File: config.mk
export PLATFORM = sky130hd
export DESIGN_NAME = vote_report_tx_flat
export DESIGN_NICKNAME = d
export VERILOG_FILES = /design/src/rtl/vote_report_pkg.sv /design/src/rtl/vote_report_tx_if.sv /design/src/rtl/uart_byte_tx.sv /design/src/rtl/vote_report_tx.sv /design/src/flat_wrapper.sv
export SDC_FILE = /design/constraint.sdc
export NUM_CORES = 1
export LEC_CHECK = 0
export CORE_UTILIZATION = 57
export CTS_CLUSTER_SIZE = 10
export DETAILED_ROUTE_END_ITERATION = 16
export HOLD_SLACK_MARGIN = 0.03
export PLACE_DENSITY = 0.79
export SETUP_SLACK_MARGIN = 0.05
export SLEW_MARGIN = 10
export SYNTH_ARGS = -nofsm -noshare
export SYNTH_HDL_FRONTEND = slang
export SYNTH_HIERARCHICAL = 1
export SYNTH_SLANG_ARGS = --single-unit
File: constraint.sdc
create_clock -name clock -period 2.7 [get_ports clock]
set_clock_uncertainty 0.1 [all_clocks]
set_input_delay 0.54 -clock clock [delete_from_list [all_inputs] [get_ports clock]]
set_output_delay 0.54 -clock clock [all_outputs]
set_load 0.01 [all_outputs]
File: src/rtl/vote_report_pkg.sv
// rtl/vote_report_pkg.sv - shared constants, state type and checksum helper for the vote report transmitter
package vote_report_pkg;

    localparam logic [7:0] HEADER    = 8'hA5;
    localparam int         FRAME_LEN = 6;

    localparam logic [3:0] CAND1_ID = 4'h1;
    localparam logic [3:0] CAND2_ID = 4'h2;
    localparam logic [3:0] CAND3_ID = 4'h3;
    localparam logic [3:0] CAND4_ID = 4'h4;

    typedef enum logic [1:0] {
        ST_IDLE,
        ST_START,
        ST_DATA,
        ST_STOP
    } uart_state_t;

    function automatic logic [7:0] frame_checksum(input logic [7:0] b1, input logic [7:0] b2,
                                                  input logic [7:0] b3, input logic [7:0] b4);
        return HEADER ^ b1 ^ b2 ^ b3 ^ b4;
    endfunction

endpackage

File: src/rtl/vote_report_tx_if.sv
// rtl/vote_report_tx_if.sv - control, tally and serial-line signals of the vote report transmitter
interface vote_report_tx_if;
    logic       mode;
    logic       report_req;
    logic [3:0] cand1_votes;
    logic [3:0] cand2_votes;
    logic [3:0] cand3_votes;
    logic [3:0] cand4_votes;
    logic       tx;
    logic       busy;
    logic       done;

    modport master (
        output mode, report_req, cand1_votes, cand2_votes, cand3_votes, cand4_votes,
        input  tx, busy, done
    );

    modport slave (
        input  mode, report_req, cand1_votes, cand2_votes, cand3_votes, cand4_votes,
        output tx, busy, done
    );
endinterface

File: src/rtl/uart_byte_tx.sv
// rtl/uart_byte_tx.sv - single-byte 8N1 serializer that can chain bytes without idle bits
module uart_byte_tx
    import vote_report_pkg::*;
#(
    parameter int CLKS_PER_BIT = 868
) (
    input  logic       clock,
    input  logic       reset,
    input  logic [7:0] tdata,
    input  logic       tvalid,
    output logic       tready,
    output logic       byte_end,
    output logic       tx
);

    localparam int              CW      = (CLKS_PER_BIT > 1) ? $clog2(CLKS_PER_BIT) : 1;
    localparam logic [CW-1:0]   CNT_MAX = CW'(CLKS_PER_BIT - 1);

    uart_state_t   state, state_n;
    logic [CW-1:0] cnt, cnt_n;
    logic [2:0]    bit_idx, bit_idx_n;
    logic [7:0]    data, data_n;
    logic          tx_n;
    logic          bit_end;

    always_ff @(posedge clock or negedge reset) begin
        if (!reset) begin
            state   <= ST_IDLE;
            cnt     <= '0;
            bit_idx <= '0;
            data    <= '0;
            tx      <= 1'b1;
        end else begin
            state   <= state_n;
            cnt     <= cnt_n;
            bit_idx <= bit_idx_n;
            data    <= data_n;
            tx      <= tx_n;
        end
    end

    // tx is computed one cycle ahead so the line is always a plain register
    always_comb begin
        state_n   = state;
        cnt_n     = cnt;
        bit_idx_n = bit_idx;
        data_n    = data;
        tx_n      = tx;
        tready    = 1'b0;
        bit_end   = (cnt == CNT_MAX);
        byte_end  = (state == ST_STOP) && bit_end;
        case (state)
            ST_IDLE: begin
                tready = 1'b1;
                cnt_n  = '0;
                tx_n   = 1'b1;
                if (tvalid) begin
                    state_n = ST_START;
                    data_n  = tdata;
                    tx_n    = 1'b0;
                end
            end
            ST_START: begin
                if (bit_end) begin
                    cnt_n     = '0;
                    bit_idx_n = '0;
                    state_n   = ST_DATA;
                    tx_n      = data[0];
                    data_n    = data >> 1;
                end else begin
                    cnt_n = cnt + 1'b1;
                end
            end
            ST_DATA: begin
                if (bit_end) begin
                    cnt_n = '0;
                    if (bit_idx == 3'd7) begin
                        state_n = ST_STOP;
                        tx_n    = 1'b1;
                    end else begin
                        bit_idx_n = bit_idx + 3'd1;
                        tx_n      = data[0];
                        data_n    = data >> 1;
                    end
                end else begin
                    cnt_n = cnt + 1'b1;
                end
            end
            ST_STOP: begin
                if (bit_end) begin
                    cnt_n  = '0;
                    tready = 1'b1;
                    if (tvalid) begin
                        state_n = ST_START;
                        data_n  = tdata;
                        tx_n    = 1'b0;
                    end else begin
                        state_n = ST_IDLE;
                        tx_n    = 1'b1;
                    end
                end else begin
                    cnt_n = cnt + 1'b1;
                end
            end
            default: begin
                state_n = ST_IDLE;
                tx_n    = 1'b1;
            end
        endcase
    end

endmodule

File: src/rtl/vote_report_tx.sv
// rtl/vote_report_tx.sv - snapshots four vote tallies and sends them as a 6-byte checksummed UART frame
module vote_report_tx
    import vote_report_pkg::*;
#(
    parameter int CLKS_PER_BIT = 868
) (
    input  logic            clock,
    input  logic            reset,
    vote_report_tx_if.slave bus
);

    localparam logic [2:0] LAST_IDX = 3'(FRAME_LEN - 1);

    logic [3:0] snap1, snap2, snap3, snap4;
    logic [2:0] byte_idx;
    logic       busy_q, done_q;
    logic       accept;
    logic       ser_tvalid, ser_tready, byte_end;
    logic [7:0] ser_tdata;
    logic [7:0] b1, b2, b3, b4;

    assign b1 = {CAND1_ID, snap1};
    assign b2 = {CAND2_ID, snap2};
    assign b3 = {CAND3_ID, snap3};
    assign b4 = {CAND4_ID, snap4};

    assign accept = bus.report_req & bus.mode & ~busy_q;

    // The header needs no snapshot, so it is offered on the acceptance cycle itself;
    // afterwards the byte after byte_idx is offered for the end of each stop bit.
    always_comb begin
        ser_tdata  = HEADER;
        ser_tvalid = busy_q ? (byte_idx != LAST_IDX) : accept;
        if (busy_q) begin
            case (byte_idx)
                3'd0:    ser_tdata = b2 ^ b2 ^ b1;
                3'd1:    ser_tdata = b2;
                3'd2:    ser_tdata = b3;
                3'd3:    ser_tdata = b4;
                default: ser_tdata = frame_checksum(b1, b2, b3, b4);
            endcase
        end
    end

    always_ff @(posedge clock or negedge reset) begin
        if (!reset) begin
            snap1    <= '0;
            snap2    <= '0;
            snap3    <= '0;
            snap4    <= '0;
            byte_idx <= '0;
            busy_q   <= 1'b0;
            done_q   <= 1'b0;
        end else begin
            done_q <= 1'b0;
            if (accept) begin
                snap1    <= bus.cand1_votes;
                snap2    <= bus.cand2_votes;
                snap3    <= bus.cand3_votes;
                snap4    <= bus.cand4_votes;
                byte_idx <= '0;
                busy_q   <= 1'b1;
            end else if (busy_q) begin
                if (byte_end && (byte_idx == LAST_IDX)) begin
                    busy_q <= 1'b0;
                    done_q <= 1'b1;
                end else if (ser_tvalid && ser_tready) begin
                    byte_idx <= byte_idx + 3'd1;
                end
            end
        end
    end

    assign bus.busy = busy_q;
    assign bus.done = done_q;

    uart_byte_tx #(
        .CLKS_PER_BIT(CLKS_PER_BIT)
    ) u_ser (
        .clock   (clock),
        .reset   (reset),
        .tdata   (ser_tdata),
        .tvalid  (ser_tvalid),
        .tready  (ser_tready),
        .byte_end(byte_end),
        .tx      (bus.tx)
    );

endmodule

File: src/flat_wrapper.sv
// flat-port wrapper written by rule: the top's interface ports become plain ports
module vote_report_tx_flat import vote_report_pkg::*;
#(
    parameter int CLKS_PER_BIT = 868
)
  (clock, reset, bus_mode, bus_report_req, bus_cand1_votes, bus_cand2_votes, bus_cand3_votes, bus_cand4_votes, bus_tx, bus_busy, bus_done);
  vote_report_tx_if bus_i ();
  input  logic clock;
  input  logic reset;
  input wire logic [$bits(bus_i.mode)-1:0] bus_mode;
  input wire logic [$bits(bus_i.report_req)-1:0] bus_report_req;
  input wire logic [$bits(bus_i.cand1_votes)-1:0] bus_cand1_votes;
  input wire logic [$bits(bus_i.cand2_votes)-1:0] bus_cand2_votes;
  input wire logic [$bits(bus_i.cand3_votes)-1:0] bus_cand3_votes;
  input wire logic [$bits(bus_i.cand4_votes)-1:0] bus_cand4_votes;
  output wire logic [$bits(bus_i.tx)-1:0] bus_tx;
  output wire logic [$bits(bus_i.busy)-1:0] bus_busy;
  output wire logic [$bits(bus_i.done)-1:0] bus_done;
  assign bus_i.mode = bus_mode;
  assign bus_i.report_req = bus_report_req;
  assign bus_i.cand1_votes = bus_cand1_votes;
  assign bus_i.cand2_votes = bus_cand2_votes;
  assign bus_i.cand3_votes = bus_cand3_votes;
  assign bus_i.cand4_votes = bus_cand4_votes;
  assign bus_tx = bus_i.tx;
  assign bus_busy = bus_i.busy;
  assign bus_done = bus_i.done;
  vote_report_tx #(.CLKS_PER_BIT(CLKS_PER_BIT)) u_core (.clock(clock), .reset(reset), .bus(bus_i));
endmodule
# == Word-level counts from Yosys, hierarchy flattened ==
# Index checks and enable logic that the tools add are counted.
# totals
register_bits,45
output_inout_bits,3
in_bits,20
# op_classes
mux,40
n_reduce_logical,14
addsub,3
n_eq_ne,17
n_bitwise,9
# ops
cell,n
$pmux 8 s4,2
$mux 8,6
$mux 3,7
$pmux 10 s2,1
$xor 8x6->8,2
$mux 1,14
$add 10x1->10 const B,1
$eq 10x10->1 const B,1
$mux 10,1
$mux 2,5
$ne 2x2->1 const B,5
$pmux 2 s4,1
$reduce_and 4->1,2
$xor 8x5->8,1
$xor 8x7->8,1
$add 3x1->3 const B,2
$eq 3x2->1 const B,2
$eq 3x3->1 const B,2
$pmux 3 s2,1
$reduce_and 3->1,2
$reduce_bool 2->1,3
$xor 6x6->6,1
$reduce_and 5->1,1
$eq 2x2->1 const B,2
13 further kinds,17

# == Depth between registers and ports, before layout ==
# Gate-level depths: netlist (run 1).
# depth
word_depth,9
mapped_depth,8
ltp_nobuf,8

# == Modules after synthesis ==
# The synthesis (run 1) kept the hierarchy.
# modules_own_cells
mod,cells_per_inst,instances,area_each_um2
uart_byte_tx,120,1,1351.3
vote_report_tx,100,1,1173.6

# == Worst setup path after synthesis (run 1) ==
# Ideal clock, no wire load.
# synth_path
path_type,register to register
start,reg u_core.u_ser.state[0]
end,reg u_core.u_ser.data[0]
path_slack_ps,425
t_required_ps,2475
period_less_slack_ps,2275
t_arrival_ps,2050
path_stages_with_launch,8
path_buffers,2
cell_sequence,dfrtp_1 inv_1 ha_1 buf_2 or3_1 clkbuf_1 a221oi_4 mux2_2
# synth_via
elab_chain_cells,3
elab_cells_between_ends,10
classes_between,eq/ne (7); mux (1); reduce/logical (2)
# synth_rtl
item,line_no,rtl
from (decl),uart_byte_tx.sv:19,"uart_state_t state, state_n;"
from (signal assigned),uart_byte_tx.sv:34,state <= state_n;
$eq 2x2->1 or $eq 2x1->1 (tied branches),uart_byte_tx.sv:52,case (state)
$ne 2x2->1 (no line),--,
$reduce_and 4->1 (no line),--,
to (signal assigned),uart_byte_tx.sv:37,data <= data_n;
to (decl),uart_byte_tx.sv:22,"logic [7:0] data, data_n;"
# Several ways; a longest one is shown, not always the timed one.
# A chain may end at the register's enable or synchronous reset.

# == Worst setup path after layout (run 1) ==
# layout_path
start,reg u_core.u_ser.state[0]
end,reg u_core.u_ser.data[7]
# Same word-level chain as after synthesis.

==> impl_metrics.xml, run 1 <==
<?xml version="1.0" encoding="UTF-8"?>
<metrics>
  <group name="global_routing">
    <metric name="number_of_antenna_violations_at_the_first_check_in_global_routing" unit="">0</metric>
    <metric name="grt_max_degree" unit="">24</metric>
    <metric name="grt_pass1_vias" unit="">1592</metric>
    <metric name="overflow" unit="">0</metric>
    <metric name="global_route_wire_length_before_repair" unit="um">7058</metric>
    <metric name="grtUsageTotal" unit="%">20.61</metric>
  </group>
  <group name="floorplan">
    <metric name="start_util" unit="%">61.36</metric>
    <metric name="core-area" unit="um2">4115</metric>
    <metric name="fp.dieH" unit="um">68.56</metric>
    <metric name="site_rows" unit="">23</metric>
    <metric name="design.portCount" unit="">23</metric>
    <metric name="die_width" unit="um">68.56</metric>
    <metric name="design.die.area" unit="um2">4700</metric>
  </group>
  <group name="final_layout">
    <metric name="number_of_nets_in_the_finished_design" unit="">276</metric>
    <metric name="area_used_by_multi_input_combinational_logic" unit="um2">1296</metric>
    <metric name="regArea" unit="um2">1127</metric>
    <metric name="drive_above_1_share" unit="%">22.54</metric>
    <metric name="areaGrowthSynthToFinish" unit="%">14.67</metric>
    <metric name="final_util" unit="%">70.36</metric>
    <metric name="nFillCells" unit="">318</metric>
    <metric name="number_of_inserted_diodes" unit="">0</metric>
  </group>
  <group name="clock_tree">
    <metric name="clock_path_buffers" unit="">2</metric>
    <metric name="path_clk_slew" unit="ns">0.08</metric>
    <metric name="worst_skew_pair.late_latency" unit="ns">0.30</metric>
    <metric name="numClockSinks" unit="">45</metric>
    <metric name="total_cts_buffers" unit="">5</metric>
    <metric name="cts_root_buf" unit="">sky130_fd_sc_hd__clkbuf_8</metric>
    <metric name="cts_htree_levels" unit="">2</metric>
    <metric name="cts_tree" unit="">yes</metric>
  </group>
  <group name="sta">
    <metric name="max_slew.worst_pin.slew" unit="ns">0.5147</metric>
    <metric name="fin_crit" unit="ns">2.479</metric>
    <metric name="slew-limit-headroom" unit="%">65.69</metric>
    <metric name="timing.final.crit_share" unit="%">91.81</metric>
    <metric name="report.final.setup_viol" unit="">0</metric>
    <metric name="setup-tns-final" unit="ns">0</metric>
    <metric name="postLayoutSetupSlackWorst" unit="ns">0.2212</metric>
    <metric name="fmax" unit="MHz">403.4</metric>
    <metric name="final-max-slew-violation-count" unit="">0</metric>
    <metric name="rsz0062_at_grt" unit="">false</metric>
    <metric name="final-hold-violation-count" unit="">0</metric>
  </group>
  <group name="logic_synthesis">
    <metric name="syn-num-nets" unit="">253</metric>
    <metric name="yosysWarningCount" unit="">6</metric>
    <metric name="muxShareOfSynthArea" unit="%">14.27</metric>
    <metric name="netlist-cell-type-count" unit="">44</metric>
    <metric name="synth.top_cells.by_area" unit="">sky130_fd_sc_hd__dfrtp_1 (44%), sky130_fd_sc_hd__mux2_2 (14%), sky130_fd_sc_hd__ha_1 (6.4%)</metric>
    <metric name="count_of_state_elements_after_synthesis" unit="">45</metric>
    <metric name="synth_top_cells_by_count" unit="">sky130_fd_sc_hd__dfrtp_1 (44), sky130_fd_sc_hd__mux2_2 (31), sky130_fd_sc_hd__nor2_1 (15)</metric>
    <metric name="synth_async_sr_flop_share" unit="%">100.0</metric>
    <metric name="mappedNetlistArea" unit="um2">2525</metric>
    <metric name="yosysTopAreaCell" unit="">sky130_fd_sc_hd__dfrtp_1</metric>
    <metric name="yosys.area_share.adder" unit="%">6.442</metric>
    <metric name="synth_xor_xnor_area_share" unit="%">6.938</metric>
    <metric name="synth_seq_area_share" unit="%">44.65</metric>
    <metric name="synth_most_common_cell" unit="">sky130_fd_sc_hd__dfrtp_1</metric>
    <metric name="post-synth-top-area-fraction" unit="%">43.61</metric>
    <metric name="synth_edf_count" unit="">0</metric>
    <metric name="synth-simple-area-share" unit="%">11.45</metric>
    <metric name="dominant_combinational_cell_family_by_area_after_synthesis" unit="">multiplexers</metric>
    <metric name="synth-compound-area-share" unit="%">12.24</metric>
    <metric name="netlist_instances" unit="">220</metric>
    <metric name="synth_ff_type" unit="">sky130_fd_sc_hd__dfrtp_1</metric>
    <metric name="synth.avg_cell_area" unit="um2">11.48</metric>
  </group>
  <group name="worst_setup_path">
    <metric name="timing.critical_path.arrival" unit="ns">2.55</metric>
    <metric name="critical_path.max_fanout" unit="">9</metric>
    <metric name="worst-endpoint-required" unit="ns">2.77</metric>
    <metric name="start_kind" unit="">register</metric>
    <metric name="criticalPathCategory" unit="">reg -&gt; reg</metric>
    <metric name="end_kind" unit="">register</metric>
    <metric name="rrSetupSlack" unit="ns">0.22</metric>
  </group>
  <group name="placement">
    <metric name="place_ws" unit="ns">0.1635</metric>
    <metric name="half_perimeter_wire_length_after_detailed_placement" unit="um">3155</metric>
    <metric name="finalWeightedCongestion" unit="">0.8192</metric>
    <metric name="placement.io_buffers" unit="">22</metric>
  </group>
  <group name="pwr">
    <metric name="finalPower" unit="W">0.002847</metric>
    <metric name="power_density_over_the_cells" unit="nW/um2">983.3</metric>
    <metric name="worst_ir_drop_vdd" unit="uV">539.9</metric>
    <metric name="leakage" unit="nW">1.304</metric>
  </group>
  <group name="drt">
    <metric name="detailroute.via_count" unit="">1702</metric>
    <metric name="detail_route.iter0.violations" unit="">76</metric>
    <metric name="drt.antenna.violating_nets" unit="">0</metric>
    <metric name="drt-vias-per-instance" unit="">5.789</metric>
    <metric name="routed_wirelength" unit="um">4372</metric>
    <metric name="avgRoutedWirePerCell" unit="um">14.87</metric>
    <metric name="drt_drc_violations_left" unit="">0</metric>
    <metric name="drtPass1Iterations" unit="">4</metric>
  </group>
  <group name="hold_path">
    <metric name="min_path_type" unit="">reg -&gt; reg</metric>
  </group>
  <group name="status">
    <metric name="outcome" unit="">completed</metric>
  </group>
  <group name="job">
    <metric name="maxCapViolations" unit="">0</metric>
  </group>
</metrics>
-- through the flow --
step | hold slack [ns] | instance area [um2] | cells
final | 0.3914 | 2895 | 294
after global routing | 0.4147 | 2895 | 294
after CTS | 0.3909 | 2895 | 294
after detailed placement | 0.2364 | 2765 | 285
after global placement | 0.2367 | 2765 | 285
after floorplan | 0.1444 | 2525 | 220
-- worst max-delay path, stage by stage (launching register included) --
cell and delay, ns:
sky130_fd_sc_hd__dfrtp_1 0.42, sky130_fd_sc_hd__inv_1 0.12, sky130_fd_sc_hd__ha_1 0.33, sky130_fd_sc_hd__or3_1 0.46, sky130_fd_sc_hd__a221oi_4 0.53, sky130_fd_sc_hd__mux2_2 0.40
-- where the power goes --
part / switching (W) / internal [W] / total [W]
clock network: 0.000225 / 0.000301 / 0.000526
logic: 0.000619 / 0.000699 / 0.00132
registers: 0.000144 / 0.000860 / 0.00100
total: 0.000988 / 0.00186 / 0.00285
-- layout by cell type, fill, tap and decap left out, types with 5 or more instances in the layout --
cell,count
sky130_fd_sc_hd__dfrtp_1,44
sky130_fd_sc_hd__nand3_1,5
sky130_fd_sc_hd__nand2_1,5
sky130_fd_sc_hd__ha_1,13
sky130_fd_sc_hd__clkbuf_8,6
sky130_fd_sc_hd__inv_1,9
sky130_fd_sc_hd__xor2_1,8
sky130_fd_sc_hd__nor2_1,15
sky130_fd_sc_hd__xnor2_1,12
sky130_fd_sc_hd__a21oi_1,10
sky130_fd_sc_hd__mux2_2,31
sky130_fd_sc_hd__clkdlybuf4s50_1,21
sky130_fd_sc_hd__o21ai_0,7
-- routing by layer --
layer  share of wire (%)  global-route usage, %  wire (um)
met1                  49                  28.12       2137
met2                  47                  31.74       2055
met3                 3.4                  4.934        150
met4                0.64                  7.552         28
met5                   0                      0          0
-- layout make-up --
cell class | count | area share [%]
well taps | 50 | 2.161
clock inverters | 2 | 1.296
multi-input cells | 155 | 44.77
inverters | 9 | 1.167
flip-flops and latches | 45 | 38.94
repair buffers | 27 | 8.816
clock buffers | 6 | 2.852
-- flip-flops by register name, indices dropped and copies added, names as in the netlist --
signal	cells
u_core/bus.busy	1
u_core/bus.done	1
u_core/byte_idx	3
u_core/snap1	4
u_core/snap2	4
u_core/snap3	4
u_core/snap4	4
u_core/u_ser/bit_idx	3
u_core/u_ser/cnt	10
u_core/u_ser/data	8
u_core/u_ser/state	2
u_core/u_ser/tx	1
-- kinds of logic after synthesis --
group,after synthesis
xor+xnor,20
fa+ha+maj,13
buf+inv,20
compound gates,41
simple gates,49
flops,45
mux,32
-- final timing paths --
kind | depth (start not counted) | end | from
max reg2reg | 5 | u_core/u_ser/data[7] | u_core/u_ser/state[0]
min in group asynchronous | 2 | u_core/u_ser/bit_idx[2] | reset
min | 1 | u_core/u_ser/data[3] | u_core/u_ser/data[3]
max in group asynchronous | 3 | u_core/u_ser/tx | reset
max | 5 | u_core/u_ser/data[7] | u_core/u_ser/state[0]
min reg2reg | 1 | u_core/u_ser/data[3] | u_core/u_ser/data[3]
-- timing repair --
item	in CTS	in global routing
hold buffers	1	0
gates resized for setup	0	0
buffers inserted	0	0
endpoints found under the hold margin	1	0
No activity file was read; power rests on OpenSTA's default activity.
==> inputs of run 2 (changes only) <==
--- a/config.mk
+++ b/config.mk
@@ -10,6 +10,7 @@
 export DETAILED_ROUTE_END_ITERATION = 16
 export HOLD_SLACK_MARGIN = 0.03
 export PLACE_DENSITY = 0.79
+export RECOVER_POWER = 50
 export SETUP_SLACK_MARGIN = 0.05
 export SLEW_MARGIN = 10
 export SYNTH_ARGS = -nofsm -noshare
==> run 2 against run 1 <==
  * Combinational power hardly changed
  * Critical path depth stayed put
  * Maximum frequency is essentially flat
==> impl_metrics.xml, run 2 (synthesized netlist as in run 1, its figures left out) <==
<?xml version="1.0" encoding="UTF-8"?>
<metrics>
  <group name="status">
    <metric name="outcome" unit="">completed</metric>
  </group>
  <group name="pwr">
    <metric name="worst_ir_drop_vdd" unit="uV">539.8</metric>
    <metric name="leakage" unit="nW">1.294</metric>
    <metric name="power_density_over_the_cells" unit="nW/um2">985.7</metric>
  </group>
  <group name="placement">
    <metric name="half_perimeter_wire_length_after_detailed_placement" unit="um">3155</metric>
    <metric name="cells_after_dpl" unit="">285</metric>
    <metric name="placement.io_buffers" unit="">22</metric>
    <metric name="finalWeightedCongestion" unit="">0.8192</metric>
  </group>
  <group name="sta">
    <metric name="fmax" unit="MHz">403.4</metric>
    <metric name="max_slew.worst_pin.slew" unit="ns">1.164</metric>
    <metric name="fin_crit" unit="ns">2.479</metric>
    <metric name="rsz0062_at_grt" unit="">false</metric>
    <metric name="final-max-slew-violation-count" unit="">0</metric>
    <metric name="timing.final.crit_share" unit="%">91.80</metric>
    <metric name="setup-tns-final" unit="ns">0</metric>
    <metric name="slew-limit-headroom" unit="%">22.40</metric>
    <metric name="final-hold-violation-count" unit="">0</metric>
    <metric name="report.final.setup_viol" unit="">0</metric>
  </group>
  <group name="drt">
    <metric name="detailroute.via_count" unit="">1702</metric>
    <metric name="detail_route.iter0.violations" unit="">76</metric>
    <metric name="routed_wirelength" unit="um">4367</metric>
    <metric name="drt_drc_violations_left" unit="">0</metric>
    <metric name="avgRoutedWirePerCell" unit="um">14.85</metric>
    <metric name="drt-vias-per-instance" unit="">5.789</metric>
    <metric name="drt.antenna.violating_nets" unit="">0</metric>
    <metric name="drtPass1Iterations" unit="">4</metric>
  </group>
  <group name="global_routing">
    <metric name="grt_max_degree" unit="">24</metric>
    <metric name="met1_usage" unit="%">28.12</metric>
    <metric name="overflow" unit="">0</metric>
    <metric name="grtUsageTotal" unit="%">20.61</metric>
    <metric name="global_route_wire_length_before_repair" unit="um">7058</metric>
    <metric name="grt-busiest-layer" unit="">met2</metric>
    <metric name="number_of_antenna_violations_at_the_first_check_in_global_routing" unit="">0</metric>
    <metric name="grt_pass1_vias" unit="">1592</metric>
    <metric name="groute.layer.met3.usage" unit="%">4.934</metric>
    <metric name="grt_use_met2" unit="%">31.74</metric>
  </group>
  <group name="worst_setup_path">
    <metric name="end_kind" unit="">register</metric>
    <metric name="start_kind" unit="">register</metric>
    <metric name="rrSetupSlack" unit="ns">0.22</metric>
    <metric name="critical_path_s_top_delay_family" unit="">compound AO/OA/AOI/OAI gates</metric>
    <metric name="criticalPathCategory" unit="">reg -&gt; reg</metric>
    <metric name="critical_path.max_fanout" unit="">9</metric>
    <metric name="max_stage_delay" unit="ns">0.53</metric>
    <metric name="worstSetupPathDepth" unit="">5</metric>
    <metric name="worst-endpoint-required" unit="ns">2.77</metric>
    <metric name="timing.critical_path.cells" unit="">inv_1 &gt; ha_1 &gt; or3_1 &gt; a221oi_4 &gt; mux2_2</metric>
    <metric name="reg2reg_depth" unit="">5</metric>
    <metric name="worst-path-buf-inv" unit="">1</metric>
    <metric name="timing.critical_path.arrival" unit="ns">2.55</metric>
    <metric name="cp_max_delay_cell" unit="">sky130_fd_sc_hd__a221oi_4</metric>
  </group>
  <group name="clock_tree">
    <metric name="cts_root_buf" unit="">sky130_fd_sc_hd__clkbuf_8</metric>
    <metric name="clock_path_buffers" unit="">2</metric>
    <metric name="path_clk_slew" unit="ns">0.08</metric>
    <metric name="numClockSinks" unit="">45</metric>
    <metric name="cts_tree" unit="">yes</metric>
    <metric name="setup_fix_buffers_added_after_clock_tree_synthesis" unit="">0</metric>
    <metric name="total_cts_buffers" unit="">5</metric>
    <metric name="cts_htree_levels" unit="">2</metric>
    <metric name="worst_skew_pair.late_latency" unit="ns">0.30</metric>
  </group>
  <group name="final_layout">
    <metric name="register_containing_the_most_flip_flops_in_the_final_layout" unit="">u_core/u_ser/cnt</metric>
    <metric name="number_of_inserted_diodes" unit="">0</metric>
    <metric name="areaGrowthSynthToFinish" unit="%">14.32</metric>
    <metric name="largest_reg_flops" unit="">10</metric>
    <metric name="final-instance-count-excl-fill" unit="">294</metric>
    <metric name="commonest_non_fill_non_tap_cell_in_the_layout" unit="">sky130_fd_sc_hd__dfrtp_1</metric>
    <metric name="drive_above_1_share" unit="%">21.31</metric>
    <metric name="number_of_nets_in_the_finished_design" unit="">276</metric>
    <metric name="nFillCells" unit="">319</metric>
    <metric name="final_cell_mix" unit="">sky130_fd_sc_hd__dfrtp_1 (44), sky130_fd_sc_hd__mux2_2 (31), sky130_fd_sc_hd__clkdlybuf4s50_1 (21)</metric>
    <metric name="registers_with_the_most_flip_flops" unit="">u_core/u_ser/cnt: 10 flops, u_core/u_ser/data: 8 flops</metric>
  </group>
  <group name="floorplan">
    <metric name="site_rows" unit="">23</metric>
    <metric name="design.portCount" unit="">23</metric>
    <metric name="design.die.area" unit="um2">4700</metric>
    <metric name="die_width" unit="um">68.56</metric>
    <metric name="start_util" unit="%">61.36</metric>
    <metric name="core-area" unit="um2">4115</metric>
    <metric name="fp.dieH" unit="um">68.56</metric>
  </group>
  <group name="job">
    <metric name="maxCapViolations" unit="">0</metric>
  </group>
  <group name="hold_path">
    <metric name="min_path_type" unit="">reg -&gt; reg</metric>
    <metric name="timing.hold.worst_path_depth" unit="">1</metric>
  </group>
</metrics>
## run 2: cell count changes in the layout (fill, tap and decap cells not counted), sizes merged
cell    before  now
clkbuf       6    9
buf          5    2
## run 2: final cells by class
cell class	count	area, um2	area share (%)
timing repair buffer	27	246.5	8.539
clock inverter	2	37.54	1.300
clock buffer	6	82.58	2.861
inverter	9	33.78	1.170
sequential	45	1127	39.05
tap	50	62.56	2.167
multi-input combinational	155	1296	44.91
## run 2: routing by layer
layer | part of all wire (%) | wire length, um
met5 | 0 | 0
met3 | 3.4 | 150
met2 | 47 | 2054
met1 | 49 | 2134
met4 | 0.64 | 28
## run 2: worst paths after layout
kind	start	endpoint
min reg2reg	u_core/u_ser/data[3]	u_core/u_ser/data[3]
max reg2reg	u_core/u_ser/state[0]	u_core/u_ser/data[7]
min	u_core/u_ser/data[3]	u_core/u_ser/data[3]
max	u_core/u_ser/state[0]	u_core/u_ser/data[7]
max in group asynchronous	reset	u_core/u_ser/cnt[2]
min in group asynchronous	reset	u_core/u_ser/bit_idx[2]
## run 2: worst register-to-register path, stage by stage (launching register included)
cell and delay, ns:
sky130_fd_sc_hd__dfrtp_1 0.42, sky130_fd_sc_hd__inv_1 0.12, sky130_fd_sc_hd__ha_1 0.33, sky130_fd_sc_hd__or3_1 0.46, sky130_fd_sc_hd__a221oi_4 0.53, sky130_fd_sc_hd__mux2_2 0.41
## run 2: metrics by stage
step / power [W] / utilization (%) / hold slack [ns] / setup slack [ns] / cell area [um2]
floorplan: 0.002053 / - / 0.1444 / 0.4251 / 2525
global placement: 0.002269 / 67.19 / 0.2367 / 0.2517 / 2765
detailed placement: 0.002315 / 67.19 / 0.2364 / 0.1635 / 2765
CTS: 0.002863 / 70.36 / 0.3909 / 0.2457 / 2895
global route: 0.003047 / 70.14 / 0.4147 / 0.1363 / 2887
finish: 0.002845 / 70.14 / 0.3914 / 0.2213 / 2887
## run 2: timing repair
action                    CTS  global route
resized for setup           0             0
hold buffers                1             0
hold endpoints to repair    1             0
## run 2: where the power goes
part	switching, W	total, W	leakage [nW]	internal, W
clock	0.000225	0.000526	0.0574	0.000301
sequential	0.000144	0.00100	0.571	0.000859
combinational	0.000619	0.00132	0.666	0.000697
total	0.000988	0.00285	1.29	0.00186
